==> src/rtl/demux1x4_buf_pkg.sv <==
// -----------------------------------------------------------------------------
// demux1x4_buf_pkg
// Purpose : shared constants and helpers for the buffered 1-to-4 demux.
//   NUM_CH   - number of output channels
//   CH_DEPTH - entries per channel FIFO (also the "full" occupancy value)
//   ch_sel_e - channel-select encoding, same as mux4x1 (00 = first channel)
//   sel_decode() - 2-bit select to one-hot channel mask
// -----------------------------------------------------------------------------
package demux1x4_buf_pkg;

  localparam int         NUM_CH   = 4;
  localparam logic [1:0] CH_DEPTH = 2'd2;

  typedef enum logic [1:0] {
    CH_OUT1 = 2'b00,
    CH_OUT2 = 2'b01,
    CH_OUT3 = 2'b10,
    CH_OUT4 = 2'b11
  } ch_sel_e;

  // One-hot decode of the channel select; bit k set means channel k.
  function automatic logic [NUM_CH-1:0] sel_decode(input logic [1:0] sel);
    logic [NUM_CH-1:0] oh;
    case (ch_sel_e'(sel))
      CH_OUT1: oh = 4'b0001;
      CH_OUT2: oh = 4'b0010;
      CH_OUT3: oh = 4'b0100;
      CH_OUT4: oh = 4'b1000;
      default: oh = 4'b0000;
    endcase
    return oh;
  endfunction

endpackage

==> src/rtl/demux1x4_buf_fifo2.sv <==
// -----------------------------------------------------------------------------
// fifo2
// Purpose : 2-entry FIFO with registered head, used once per demux channel.
// Ports   :
//   clk   - clock, rising edge
//   rst   - asynchronous active-high reset (clears count, pointers, storage)
//   push  - write din this edge (ignored when full)
//   pop   - drop the head entry this edge (ignored when empty)
//   din   - word to write
//   full  - occupancy == 2 (registered state only)
//   empty - occupancy == 0 (registered state only)
//   head  - entry at the read pointer (registered state only)
// -----------------------------------------------------------------------------
module fifo2
  import demux1x4_buf_pkg::*;
#(
  parameter int width = 16
) (
  input  logic             clk,
  input  logic             rst,
  input  logic             push,
  input  logic             pop,
  input  logic [width-1:0] din,
  output logic             full,
  output logic             empty,
  output logic [width-1:0] head
);

  logic [1:0]       cnt_q, cnt_d;
  logic             wr_q, wr_d;
  logic             rd_q, rd_d;
  logic [width-1:0] mem_q [2];
  logic [width-1:0] mem_d [2];
  logic             do_push_s;
  logic             do_pop_s;

  assign full  = (cnt_q == CH_DEPTH);
  assign empty = (cnt_q == 2'd0);
  assign head  = mem_q[rd_q];

  // Next-state: gated push/pop so overflow and underflow cannot happen.
  always_comb begin
    cnt_d     = cnt_q;
    wr_d      = wr_q;
    rd_d      = rd_q;
    mem_d     = mem_q;
    do_push_s = push && !full;
    do_pop_s  = pop && !empty;

    if (do_push_s) begin
      mem_d[wr_q] = din;
      wr_d        = ~wr_q;   // 1-bit pointer wraps 1 -> 0
    end else begin
      wr_d = wr_q;
    end

    if (do_pop_s) begin
      rd_d = ~rd_q;
    end else begin
      rd_d = rd_q;
    end

    // Push and pop together leave the count unchanged.
    case ({do_push_s, do_pop_s})
      2'b10:   cnt_d = cnt_q + 2'd1;
      2'b01:   cnt_d = cnt_q - 2'd1;
      default: cnt_d = cnt_q;
    endcase
  end

  // State registers.
  always_ff @(posedge clk or posedge rst) begin
    if (rst) begin
      cnt_q    <= 2'd0;
      wr_q     <= 1'b0;
      rd_q     <= 1'b0;
      mem_q[0] <= {width{1'b0}};
      mem_q[1] <= {width{1'b0}};
    end else begin
      cnt_q    <= cnt_d;
      wr_q     <= wr_d;
      rd_q     <= rd_d;
      mem_q[0] <= mem_d[0];
      mem_q[1] <= mem_d[1];
    end
  end

endmodule

==> src/rtl/demux1x4_buf.sv <==
// -----------------------------------------------------------------------------
// demux1x4_buf
// Purpose : route one valid/ready input stream to one of four output channels,
//           each buffered by a 2-entry FIFO.
// Ports   :
//   clk, rst                 - clock (rising edge), async active-high reset
//   in_valid/in_ready        - upstream handshake; in_ready reflects only the
//                              selected channel's occupancy
//   in_data [width]          - offered word
//   in_sel  [2]              - destination (00->out1 .. 11->out4)
//   outk_valid/outk_ready    - per-channel downstream handshake (k = 1..4)
//   outk   [width]           - head word of channel k (registered)
// -----------------------------------------------------------------------------
module demux1x4_buf
  import demux1x4_buf_pkg::*;
#(
  parameter int width = 16
) (
  input  logic             clk,
  input  logic             rst,
  input  logic             in_valid,
  output logic             in_ready,
  input  logic [width-1:0] in_data,
  input  logic [1:0]       in_sel,
  output logic             out1_valid,
  output logic             out2_valid,
  output logic             out3_valid,
  output logic             out4_valid,
  input  logic             out1_ready,
  input  logic             out2_ready,
  input  logic             out3_ready,
  input  logic             out4_ready,
  output logic [width-1:0] out1,
  output logic [width-1:0] out2,
  output logic [width-1:0] out3,
  output logic [width-1:0] out4
);

  logic [NUM_CH-1:0] full_s;
  logic [NUM_CH-1:0] empty_s;
  logic [NUM_CH-1:0] push_s;
  logic [NUM_CH-1:0] pop_s;
  logic [NUM_CH-1:0] ready_s;
  logic [NUM_CH-1:0] sel_oh_s;
  logic [width-1:0]  head_s [NUM_CH];

  assign ready_s = {out4_ready, out3_ready, out2_ready, out1_ready};

  // Decode and handshake steering. A full channel never bypasses to the
  // output, so in_ready depends only on the registered full flags.
  always_comb begin
    sel_oh_s = sel_decode(in_sel);
    in_ready = !full_s[in_sel];
    if (in_valid && in_ready) begin
      push_s = sel_oh_s;
    end else begin
      push_s = {NUM_CH{1'b0}};
    end
    pop_s = ready_s & ~empty_s;
  end

  for (genvar g = 0; g < NUM_CH; g++) begin : g_ch
    fifo2 #(.width(width)) u_fifo (
      .clk   (clk),
      .rst   (rst),
      .push  (push_s[g]),
      .pop   (pop_s[g]),
      .din   (in_data),
      .full  (full_s[g]),
      .empty (empty_s[g]),
      .head  (head_s[g])
    );
  end

  assign out1_valid = !empty_s[0];
  assign out2_valid = !empty_s[1];
  assign out3_valid = !empty_s[2];
  assign out4_valid = !empty_s[3];
  assign out1       = head_s[0];
  assign out2       = head_s[1];
  assign out3       = head_s[2];
  assign out4       = head_s[3];

endmodule

==> config.mk <==
export PLATFORM = sky130hd
export DESIGN_NAME = demux1x4_buf
export DESIGN_NICKNAME = d
export VERILOG_FILES = /design/src/rtl/demux1x4_buf_pkg.sv /design/src/rtl/demux1x4_buf_fifo2.sv /design/src/rtl/demux1x4_buf.sv
export SDC_FILE = /design/constraint.sdc
export NUM_CORES = 1
export LEC_CHECK = 0
export ABC_AREA = 1
export CORE_UTILIZATION = 59
export CTS_CLUSTER_DIAMETER = 120
export DETAILED_ROUTE_END_ITERATION = 10
export PLACE_DENSITY = 0.86
export SLEW_MARGIN = 20
export SYNTH_ARGS = -nofsm -noshare
export SYNTH_HDL_FRONTEND = slang
export SYNTH_SLANG_ARGS = --single-unit
==> constraint.sdc <==
create_clock -name clk -period 16.7 [get_ports clk]
set_clock_uncertainty 0.1 [all_clocks]
set_input_delay 4.175 -clock clk [delete_from_list [all_inputs] [get_ports clk]]
set_output_delay 4.175 -clock clk [all_outputs]
set_load 0.01 [all_outputs]
## Yosys cells after proc, flatten, opt, wreduce, memory -nomap -nowiden

Index checks and enable logic that the tools add are counted.

- Bits in registers: 144
- Input port bits: 25
- Output and inout bits: 69
- Word-level logic and storage cells: 137

- Add/subtract/negate cells: 8
- Magnitude comparators: 13
- Equal/unequal tests: 15
- Multiplexer cells: 32
- Bitwise operators: 18
- Reductions and logical operators: 31

Operator list:

| operator | number |
|---|---|
| two-way mux 16 bit | 16 |
| bitwise mux 32 bit | 4 |
| demux 16 bit (select 1 bit) | 4 |
| equality test 2 bit (second input constant) | 10 |
| greater-or-equal comparator 2 bit (second input constant) | 8 |
| NOT 1 -> 2 bit | 8 |
| one-hot mux 2 bit (2 select lines) | 4 |
| one-hot mux 4 bit (4 select lines) | 1 |
| logical AND 1 bit | 13 |
| equality test 2 x 1 -> 1 bit (second input constant) | 5 |
| logical NOT 2 bit | 5 |
| logical NOT 1 bit | 9 |
| adder 2 x 1 -> 2 bit (second input constant) | 4 |
| less-than comparator 2 x 1 -> 1 bit (second input constant) | 4 |
| NOT 1 bit | 8 |
| nonzero test 2 bit | 4 |
| subtractor 2 x 1 -> 2 bit (second input constant) | 4 |
| AND 4 bit | 1 |
| two-way mux 4 bit | 1 |
| NOT 4 bit | 1 |
| less-than comparator 2 x 3 -> 1 bit (second input constant) | 1 |
| binary-select mux 1 bit (select 2 bit) | 1 |
| two-way mux 1 bit | 1 |

## Longest topological paths before layout

Gate-level depths: netlist (run 1).

- Depth in word-level cells: 9
- Depth in mapped cells: 12
- Gate-level depth less buffers: 12

## Cells and area by module

Synthesis (run 1) repeated with hierarchy kept, for this count alone.

- Cell total of the unflattened synthesis: 929
- Area total of the unflattened synthesis: 7308.3 µm²

By module, submodules not included:

| module | times used | cells an instance | area each (µm²) | sequential area each (µm²) |
|---|---|---|---|---|
| fifo2 | 4 | 224 | 1790.5 | 900.9 |
| demux1x4_buf | 1 | 33 | 146.4 | 0.0 |

## Least setup slack after synthesis (run 1)

OpenSTA, ideal clock, no wires.

- Path kind: in2out
- Start point: in in_sel[1]
- End point: out in_ready
- Arrival time: 4.676 ns
- Data required time: 12.425 ns
- Slack: 7.749 ns
- Cell stages on the path: 5
- Path buffers: 0
- Cell sequence: nand2_1 inv_1 nand3_1 nand2_1 nor2_4

- Cells in the longest elaborated chain, start to end: 3

Ends and longest elaborated chain:

| item | line | text |
|---|---|---|
| from (decl) | demux1x4_buf.sv:24 | `input logic [1:0] in_sel,` |
| binary-select mux 1 bit (select 2 bit) | demux1x4_buf.sv:53 | `in_ready = !full_s[in_sel];` |
| two-way mux 1 bit (not written as such) | demux1x4_buf.sv:53 |  |
| logical NOT 1 bit | demux1x4_buf.sv:53 |  |
| to (decl) | demux1x4_buf.sv:22 | `output logic in_ready,` |

Every way passes these cells. The select of a mux whose other input is x is not followed.

## Worst setup path in the final report (run 1)

- Start point: in in_sel[0]
- End point: out in_ready

Same word-level chain as after synthesis.

==> results.sh, run 1 <==
export IMPL_ys_types=21
export IMPL_num_nets_final=906
export IMPL_post_dp_cell_area_um2=7580
export IMPL_synth_avg_cell_area_um2=8.30
export IMPL_port_buffers=93
export IMPL_dp_hpwl_um=11000
export IMPL_cts_made_buffers=17
export IMPL_setup_worst_path_start_class="primary input"
export IMPL_whs_path_depth=2
export IMPL_reg2regPathDepth=12
export IMPL_detail_route_antenna_nets=0
export IMPL_post_route_min_period_ps=10190
export IMPL_synth_seq_area_share_pct=53.3
export IMPL_rsz0062_at_grt="false"
export IMPL_ir_drop_mv=0.120
export IMPL_clkSinkCount=144
export IMPL_synth_area_top_cells="dfrtp_1 53%, nand2_1 25%, mux2_2 5.3%, nand3_1 5.0%, buf_2 1.9%"
export IMPL_die_x_um=109
export IMPL_first_iter_violations=600
export IMPL_rrSetupSlack_ps=13990
export IMPL_rows=38
export IMPL_cts_repair_resized=0
export IMPL_synth_common_cells="442 x nand2_1, 144 x dfrtp_1, 68 x nand3_1"
export IMPL_critPathKind="primary input to primary output"
export IMPL_cts_setup_buffers=0
export IMPL_die_h_um=109
export IMPL_grt_pass1_wl_um=27800
export IMPL_drc=0
export IMPL_cts_max_level=4
export IMPL_clkSlewWorstSetupHoldPaths_ps=60
export IMPL_n_antenna_cell=0
export IMPL_hold_viol=0
export IMPL_cts_buffer_depth=2
export IMPL_yosysMostFrequentCell="nand2_1"
export IMPL_finalPower_mw=1.74
export IMPL_status="finished clean"
export IMPL_cts_hold_buf=0
export IMPL_layout_drive_gt1_share_pct=9.55
export IMPL_cp_max_fo=6
export IMPL_yosysWarnings=0
export IMPL_avgViaCountPerCell=5.55
export IMPL_core_um2=11000
export IMPL_grtUsageTotal_pct=31.8
export IMPL_drv_slew=0
export IMPL_syn_area_um2=6760
export IMPL_min_to="g_ch[1].u_fifo.mem_q[8]"
export IMPL_stdcell_count=1030
export IMPL_synth_seq_cells=144
export IMPL_ys_async_sr_fraction_pct=100
export IMPL_post_drt_wl_per_cell_um=17.3
export IMPL_grt_pass1_vias=5482
export IMPL_fin_crit_sh_pct=61.0
export IMPL_setup_violations=0
export IMPL_setup_slack_ps=6510
export IMPL_rr_startpoint="g_ch[0].u_fifo.cnt_q[1]"
export IMPL_arrival_ps=5920
export IMPL_initial_core_util_pct=61.6
export IMPL_hp_start="g_ch[1].u_fifo.mem_q[8]"
export IMPL_dieArea_um2=11900
export IMPL_cp_required_ps=12430
export IMPL_ctsRootBufferMaster="clkbuf_16"
export IMPL_io_pins=94
export IMPL_whs_ps=368
export IMPL_area_growth_pct=20.9
export IMPL_slew_headroom_pct=38.2
export IMPL_post_route_util_pct=74.4
export IMPL_place_ws_ps=6540
export IMPL_first_pass_iters=5
export IMPL_synth_ff_type="dfrtp_1"
export IMPL_max_freq_mhz=98.1
export IMPL_min_path_type="register to register"
export IMPL_fin_tns_setup_ps=0
export IMPL_worstSetupEndpointType="primary output"
export IMPL_grt_overflow_total=0
export IMPL_powerDensity_nw_per_um2=213
export IMPL_tightest_slew_ps=926
export IMPL_antenna_found_initial=0
export IMPL_synth_top_area_share_pct=53.3
export IMPL_synth_edff_count=0
export IMPL_synth_nets=844
export IMPL_grt_max_degree=76
export IMPL_synth_top_cell_by_area="dfrtp_1"
export IMPL_p_leak_nw=4.27
export IMPL_vias=5718
export IMPL_gp_congestion=0.789
export IMPL_cap_violations=0
export IMPL_place_inst=998
export IMPL_drt_total_wl_um=17800
export IMPL_final_area_um2=8170
export IMPL_cts_tree="built"
export IMPL_worstReg2RegEnd="g_ch[3].u_fifo.cnt_q[1]"
export IMPL_syn_inst=815
export IMPL_worst_skew_pair_late_latency_ps=420
-- metal layers --
metal	share of wire (%)	GRT usage, %	vias up
met5	0	0	-
met4	3.3	14.1	0
met3	8.3	7.11	50
met2	49	50.7	272
met1	39	41.9	2746
li1	-	-	2650
-- cell type report --
| cell class | count | area (um2) |
|---|---|---|
| multi-input combinational | 591 | 2750 |
| fill | 777 | 2810 |
| tap | 140 | 175 |
| clock buffer | 18 | 429 |
| timing repair buffer | 94 | 938 |
| clock inverter | 14 | 165 |
| sequential | 144 | 3600 |
| inverter | 29 | 111 |
-- how the worst max path moves through the flow --
stage | slack, ps | end | startpoint
floorplan | 7750 | in_ready | in_sel[1]
finish | 6510 | in_ready | in_sel[0]
global placement | 6630 | in_ready | in_sel[0]
detailed placement | 6540 | in_ready | in_sel[0]
CTS | 6530 | in_ready | in_sel[0]
global route | 6430 | in_ready | in_sel[0]
-- flip-flops by register name, indices dropped and copies added, names as in the netlist --
name and flops:
g_ch.u_fifo.cnt_q 8, g_ch.u_fifo.mem_q 128, g_ch.u_fifo.rd_q 4, g_ch.u_fifo.wr_q 4
-- cell families (layout without fill, tap and decap cells) --
family	Yosys count	count (layout)	share of synthesized area, %
buffers and inverters	80	155	6.03
adders and majority gates	4	4	0.740
and+or+nand+nor	535	535	32.5
xor gates and xnor gates	12	12	1.55
muxes	32	32	5.33
DFF	144	144	53.3
AOI/OAI and AO/OA	8	8	0.592
-- critical path, cell delays in order --
cell	delay, ps
clkdlybuf4s50_1	520
nand2_1	200
inv_1	110
nand3_1	80
nand2_1	90
nor2_4	170
clkdlybuf4s50_1	570
-- where the power goes --
group,internal [mW],switching (mW),leakage (nW)
Sequential,0.516,0.139,1.79
Combinational,0.357,0.348,2.20
Clock,0.234,0.150,0.279
Total,1.11,0.637,4.27
-- cells in the final DEF, fill, tap and decap left out --
cell type	instances
nand4_2	4
nand2_2	4
inv_6	2
nand3_1	68
inv_2	5
ha_1	4
clkinv_2	4
clkbuf_1	1
clkinvlp_4	5
clkbuf_16	17
buf_4	1
nand2_1	442
nor2_4	7
nor2_1	8
o21ai_0	4
inv_1	19
mux2_2	32
inv_4	1
nand4_1	2
a21oi_1	4
clkdlybuf4s50_1	93
dfrtp_1	144
xor2_1	6
xnor2_1	6
bufinv_16	3
clkinv_1	4
Note: power is estimated with default switching activity, not from simulation.
==> run 2, diff against run 1 <==
--- a/config.mk
+++ b/config.mk
@@ -6,10 +6,10 @@
 export NUM_CORES = 1
 export LEC_CHECK = 0
 export ABC_AREA = 1
-export CORE_UTILIZATION = 59
+export CORE_UTILIZATION = 50
 export CTS_CLUSTER_DIAMETER = 120
 export DETAILED_ROUTE_END_ITERATION = 10
-export PLACE_DENSITY = 0.86
+export PLACE_DENSITY = 0.78
 export SLEW_MARGIN = 20
 export SYNTH_ARGS = -nofsm -noshare
 export SYNTH_HDL_FRONTEND = slang
==> constraint.sdc (replaced) <==
create_clock -name clk -period 9 [get_ports clk]
set_clock_uncertainty 0.1 [all_clocks]
set_input_delay 2.25 -clock clk [delete_from_list [all_inputs] [get_ports clk]]
set_output_delay 2.25 -clock clk [all_outputs]
set_load 0.01 [all_outputs]
==> results.sh, run 2 (same netlist as run 1, synthesis figures left out) <==
export IMPL_largest_register_ffs=128
export IMPL_rows=42
export IMPL_setup_worst_path_start_class="primary input"
export IMPL_gp_congestion=0.844
export IMPL_cts_buffer_depth=2
export IMPL_p_int_mw=2.10
export IMPL_p_leak_nw=4.30
export IMPL_first_iter_violations=560
export IMPL_place_inst=1034
export IMPL_grt_pass1_wl_um=26900
export IMPL_place_ws_ps=2650
export IMPL_switching_share_pct=35.1
export IMPL_slew_headroom_pct=39.9
export IMPL_regMostFlops="g_ch.u_fifo.mem_q"
export IMPL_min_path_type="register to register"
export IMPL_worstPathCellList="clkdlybuf4s50_1 -> nand2_1 -> inv_1 -> nand3_1 -> nand2_1 -> nor2_4 -> clkdlybuf4s50_1"
export IMPL_reg_top3="g_ch.u_fifo.mem_q (128), g_ch.u_fifo.cnt_q (8)"
export IMPL_stdcell_count=1066
export IMPL_die_x_um=118
export IMPL_cts_tree="built"
export IMPL_seq_area_um2=3600
export IMPL_hold_viol=0
export IMPL_port_buffers=93
export IMPL_clkSlewWorstSetupHoldPaths_ps=60
export IMPL_n_antenna_cell=0
export IMPL_worstSetupEndpointType="primary output"
export IMPL_cts_made_buffers=17
export IMPL_final_cell_mix="442 x nand2_1, 144 x dfrtp_1, 93 x clkdlybuf4s50_1"
export IMPL_pwr_share_comb_pct=39.6
export IMPL_vias=5428
export IMPL_multi_input_area_um2=2750
export IMPL_grt_max_degree=74
export IMPL_grt_overflow_total=0
export IMPL_drc=0
export IMPL_core_um2=13200
export IMPL_cts_hold_buf=0
export IMPL_fin_tns_setup_ps=0
export IMPL_whs_ps=364
export IMPL_post_route_util_pct=62.3
export IMPL_pwr_share_seq_pct=37.4
export IMPL_initial_core_util_pct=51.1
export IMPL_antenna_found_initial=0
export IMPL_critPathKind="primary input to primary output"
export IMPL_detail_route_antenna_nets=0
export IMPL_powerDensity_nw_per_um2=391
export IMPL_post_drt_wl_per_cell_um=15.6
export IMPL_max_stage_delay_ps=600
export IMPL_worst_skew_pair_late_latency_ps=420
export IMPL_cts_repair_resized=0
export IMPL_status="finished clean"
export IMPL_post_route_min_period_ps=6360
export IMPL_cpMaxStageDelayCell="clkdlybuf4s50_1"
export IMPL_fin_crit_sh_pct=70.7
export IMPL_fillCellCount=1126
export IMPL_clkSinkCount=144
export IMPL_setup_slack_ps=2640
export IMPL_cap_violations=0
export IMPL_tightest_slew_ps=901
export IMPL_setup_violations=0
export IMPL_ir_drop_mv=0.193
export IMPL_rsz0062_at_grt="false"
export IMPL_reg2regPathDepth=12
export IMPL_cp_required_ps=6650
export IMPL_final_common_cell="nand2_1"
export IMPL_area_growth_pct=22.0
export IMPL_ctsRootBufferMaster="clkbuf_16"
export IMPL_io_pins=94
export IMPL_whs_path_depth=2
export IMPL_layout_drive_gt1_share_pct=9.33
export IMPL_drv_slew=0
export IMPL_num_nets_final=906
export IMPL_dieArea_um2=14000
export IMPL_grt_pass1_vias=5084
export IMPL_cts_max_level=4
export IMPL_die_h_um=118
export IMPL_grtUsageTotal_pct=25.1
export IMPL_clkPwrFrac_pct=23.1
export IMPL_cp_max_fo=6
export IMPL_drt_total_wl_um=16700
export IMPL_power_switching_mw=1.13
export IMPL_dp_hpwl_um=10200
export IMPL_cts_setup_buffers=0
export IMPL_avgViaCountPerCell=5.09
export IMPL_arrival_ps=4010
export IMPL_max_freq_mhz=157
export IMPL_first_pass_iters=5
## run 2: cell types whose count changed in the layout (fill, tap and decap cells not counted), sizes merged
| cell | change |
|---|---|
| clkbuf | +4 |
| bufinv | +1 |
| inv | -2 |
| clkinvlp | -3 |
## run 2: metrics by stage
| step | power [mW] | area (um2) |
|---|---|---|
| 6_report | 3.23 | 8250 |
| 2_1_floorplan | 1.90 | 6760 |
| 5_1_grt | 3.44 | 8250 |
| 4_1_cts | 3.24 | 8250 |
| 3_5_place_dp | 2.48 | 7630 |
| 3_3_place_gp | 2.45 | 7630 |
## run 2: worst max-delay path, delay by kind of cell
family / cells / cell delay (ps)
buf+inv: 3 / 1240
simple gates: 4 / 510
## run 2: worst paths after layout
kind,from,end,slack (ps)
max,in_sel[0],in_ready,2640
min,g_ch[1].u_fifo.mem_q[9],g_ch[1].u_fifo.mem_q[9],360
max reg2reg,g_ch[1].u_fifo.cnt_q[1],g_ch[3].u_fifo.cnt_q[1],6350
min reg2reg,g_ch[1].u_fifo.mem_q[9],g_ch[1].u_fifo.mem_q[9],360
max in group asynchronous,rst,g_ch[3].u_fifo.mem_q[26],5230
min in group asynchronous,rst,g_ch[0].u_fifo.mem_q[17],2210
## run 2: layout make-up
class / instances / area share [%]
Sequential cell: 144 / 43.7
Multi-Input combinational cell: 591 / 33.3
Timing Repair Buffer: 94 / 11.4
Clock buffer: 22 / 5.63
Tap cell: 176 / 2.67
Clock inverter: 10 / 1.93
Inverter: 29 / 1.38
## run 2: power groups by stage
stage	Clock [mW]	Combinational [mW]	Sequential (mW)
2_1_floorplan	0	0.809	1.09
3_3_place_gp	0	1.25	1.20
3_5_place_dp	0	1.28	1.21
4_1_cts	0.749	1.29	1.20
5_1_grt	0.777	1.41	1.26
6_report	0.745	1.28	1.21
## run 2: per-layer routing
metal	global-route usage, %	wire [um]	share of wire (%)
met1	35.1	7470	45
met2	39.4	8060	48
met3	4.92	895	5.4
met4	7.77	229	1.4
met5	0	0	0
